## config.mk

```make
export PLATFORM = sky130hd
export DESIGN_NAME = rd_lat_pipe
export DESIGN_NICKNAME = d
export VERILOG_FILES = /design/src/rtl/rd_lat_pipe.sv
export SDC_FILE = /design/constraint.sdc
export NUM_CORES = 1
export LEC_CHECK = 0
export CAP_MARGIN = 0
export CORE_AREA = 2 2 39 41
export CTS_CLUSTER_SIZE = 40
export DETAILED_ROUTE_END_ITERATION = 8
export DIE_AREA = 0 0 41 43
export GPL_TIMING_DRIVEN = 0
export PLACE_DENSITY = 0.42
export SETUP_SLACK_MARGIN = 0.05
export SLEW_MARGIN = 15
export SYNTH_ARGS = -nofsm -noshare
export SYNTH_HDL_FRONTEND = slang
export SYNTH_SLANG_ARGS = --single-unit
```

## constraint.sdc

```tcl
create_clock -name Clock -period 0.8 [get_ports Clock]
set_input_delay 0.16 -clock Clock [delete_from_list [all_inputs] [get_ports Clock]]
set_output_delay 0.16 -clock Clock [all_outputs]
set_load 0.01 [all_outputs]
```

## src/rtl/rd_lat_pipe.sv

```systemverilog
// Delay line of {valid, addr} matching the RAM read latency, so each returned
// word can be paired with the address that requested it.
module rd_lat_pipe #(
  parameter int DEPTH  = 1,
  parameter int ADDR_W = 6
) (
  input  logic              Clock,
  input  logic              Aclr,
  input  logic              vld_i,
  input  logic [ADDR_W-1:0] addr_i,
  output logic              vld_o,
  output logic [ADDR_W-1:0] addr_o,
  output logic              any_vld_o
);

  logic [DEPTH-1:0]  vld_q;
  logic [ADDR_W-1:0] addr_q [DEPTH];

  always_ff @(posedge Clock or posedge Aclr) begin
    if (Aclr) begin
      vld_q <= '0;
      for (int i = 0; i < DEPTH; i++) begin
        addr_q[i] <= '0;
      end
    end else begin
      vld_q[0]  <= vld_i;
      addr_q[0] <= addr_i;
      for (int i = 1; i < DEPTH; i++) begin
        vld_q[i]  <= vld_q[i-1];
        addr_q[i] <= addr_q[i-1];
      end
    end
  end

  assign vld_o     = vld_q[DEPTH-1];
  assign addr_o    = addr_q[DEPTH-1];
  assign any_vld_o = |vld_q;

endmodule

```

-- Word level (Yosys, flattened, before mapping)
Cells that the tools add are included.
- word-level logic and storage cells: 2
- bits in latches: 0
- input port bits: 9
- memories kept: 0
- bits in registers: 7
- RAM bits: 0
- bits in read-only memories: 0
- shift operators: 0
- $add $sub $neg: 0
- reductions and logical operators: 0
- muxes and demuxes: 0
- equality and inequality tests: 0
- multipliers: 0
- div/mod/pow operators: 0
- bitwise logic cells: 0
- $lt $le $gt $ge: 0

-- Logic depth before layout (Yosys ltp)
- depth in word-level cells: 0
- mapped depth: 1
- mapped depth without buffers: 1

-- Least setup slack after synthesis
Ideal clock, no wire load.
- kind: register -> output
- start point: register vld_q, in the netlist any_vld_o
- end point: output vld_o
- stages on the path, launching flop included: 2
- data arrival time: 539 ps
- setup slack: 101 ps
- cell sequence: dfrtp_1 > buf_4
- RTL lines (item ; RTL line ; RTL):
    from (decl) ; 16 ; logic [DEPTH-1:0] vld_q;
    from (signal, indexed assignment) ; 29 ; vld_q[i] <= vld_q[i-1];
    to (decl) ; 11 ; output logic vld_o,
No word-level cell between the ends.

-- Worst setup path in the final report
- start point: register vld_q, in the netlist any_vld_o
- end point: output vld_o
No word-level cell between the ends.

==> impl_metrics.json <==
{
  "synth_cell_types": 3,
  "cts_hold_buffers": 0,
  "crit_required_ns": 0.64,
  "clkSinkCount": 7,
  "firstDrtPassIters": 1,
  "antenna_found_initial": 0,
  "synth_fp_nets": 18,
  "die-width_um": 41,
  "violations": "setup timing",
  "die_h_um": 43,
  "synthTopCellsByArea": "dfrtp_1 94%, buf_4 4.0%, inv_1 2.0%",
  "num_io_pins": 17,
  "grt_remaining_overflow": 0,
  "floorplan.initialDensity_pct": 13.5,
  "regArea_um2": 175,
  "criticalPathCategory": "reg -> out",
  "clk_pin_slew_worst_paths_ns": 0.06,
  "wirelength_um": 410,
  "hold_class": "in -> async",
  "worst_path_dominant_cell_family": "flip-flops",
  "period_needed_ns": 1.02,
  "ant_nets": 0,
  "gp_congestion": 0.599,
  "path_cells": "buf_6, buf_6",
  "setup-violations-final": 8,
  "pwr_density_cell_nw_per_um2": 2030,
  "cts_buffer_depth": 2,
  "cpPeakStageDelay_ns": 0.39,
  "synth_top_cell_area_share_pct": 94.0,
  "dp_cells": 41,
  "antennaDiodeCount": 0,
  "drive_gt1_share_pct": 44.8,
  "wl_per_cell_um": 9.11,
  "final_nets": 39,
  "worstMarginPinSlew_ns": 0.249,
  "cp.buffers_inverters": 2,
  "outcome": "finished with violations",
  "layout_commonest_cell": "clkdlybuf4s50_1",
  "yosysSeqAreaShare_pct": 94.0,
  "numCtsBuffers": 3,
  "worstPathArrival_ns": 0.86,
  "ir_drop_uv": 993,
  "core_um2": 1380,
  "rsz0062_at_grt": "yes",
  "setup_ws_ns": -0.219,
  "track_usage_pct": 6.21,
  "syn_area_per_cell_um2": 20.7,
  "path_max_fanout": 2,
  "post-synth-top-area-cell": "dfrtp_1",
  "dieArea_um2": 1760,
  "yosysWarnings": 0,
  "final_area_um2": 389,
  "grt_max_degree": 8,
  "synthToLayoutAreaGrowth_pct": 109,
  "drt-initial-drc-count": 0,
  "leakagePower_nw": 0.184,
  "htreeDepth": 1,
  "cts_tree": "built",
  "cts_root_buf": "clkbuf_4",
  "grt_pass1_vias": 156,
  "netlist_instances": 9,
  "layout.cells.non_filler": 45,
  "fmax_mhz": 982,
  "min_period_over_period_pct": 127,
  "layout_common_cells": "8 x clkdlybuf4s50_1, 7 x dfrtp_1, 6 x buf_6",
  "place_area_um2": 367,
  "crit_path_start_kind": "flop",
  "multi_input_area_um2": 0,
  "cpMaxStageDelayCell": "dfrtp_1",
  "hold_viol": 0,
  "critPathCaptureType": "primary output",
  "drv_cap": 0,
  "grt_pass1_wl_um": 655,
  "slew_violations": 0,
  "vias_per_cell": 3.16,
  "num-fill-cells": 142,
  "path_common_cell": "buf_6",
  "ys_ff_latch": 7,
  "max-slew-margin-rel_pct": 83.4,
  "vias": 142,
  "num-multi-input-gates": 0,
  "drcViolationCount": 0,
  "num_rows": 14,
  "netlist_area_um2": 186,
  "numPortBuffers": 16
}
-- metal layers --
layer	GRT usage [%]	part of all wire [%]	up-vias
met5	0	0	-
met4	6.00	0	0
met3	5.76	31	0
met2	6.25	30	17
met1	7.05	39	60
li1	-	-	65
-- synthesized netlist by cell type --
| master | instances |
|---|---|
| dfrtp_1 | 7 |
| buf_4 | 1 |
| inv_1 | 1 |
-- how the worst max path moves through the flow --
stage,from,endpoint,slack [ns],cells after the start
2_1_floorplan,any_vld_o,vld_o,0.10,1
3_3_place_gp,any_vld_o,vld_o,-0.30,2
3_5_place_dp,any_vld_o,vld_o,-0.31,2
4_1_cts,any_vld_o,vld_o,-0.23,2
5_1_grt,any_vld_o,vld_o,-0.25,2
6_report,any_vld_o,vld_o,-0.22,2
-- repair_timing --
item                                    4_1_cts  5_1_grt
buffers inserted                              0        0
pin swaps                                     0        0
endpoints found under the setup margin        8        8
resized for setup                            34        4
-- flip-flops by register name, summed over array words and instances (netlist names) --
register / count
addr_o: 6
any_vld_o: 1
-- layout make-up --
cell class | count | area share [%]
flip-flops and latches | 7 | 45.0
repair buffers | 16 | 38.9
clock buffers | 3 | 5.79
well taps | 16 | 5.14
plain buffers | 1 | 2.89
clock inverters | 1 | 1.29
inverters | 1 | 0.965
-- cell families after synthesis --
logic type / after synthesis / share of synthesized area (%)
buf+inv: 2 / 6.04
flops: 7 / 94.0
-- where the power goes --
group / internal (mW) / leakage (nW) / switching (mW)
clock: 0.182 / 0.0177 / 0.130
sequential: 0.372 / 0.0816 / 0.00794
combinational: 0.0669 / 0.0847 / 0.0308
-- stage by stage --
step / hold slack [ns] / power, mW / setup slack (ns) / setup TNS [ns] / utilization [%]
CTS: 0.136 / 0.794 / -0.225 / -1.03 / 26.3
finish: 0.133 / 0.790 / -0.219 / -0.951 / 28.1
floorplan: -0.0366 / 0.404 / 0.101 / 0 / -
detailed placement: 0.400 / 0.487 / -0.308 / -1.72 / 26.5
global route: 0.164 / 0.834 / -0.254 / -1.20 / 28.1
global placement: 0.400 / 0.486 / -0.304 / -1.69 / 26.5
No activity file was read; power rests on OpenSTA's default activity.
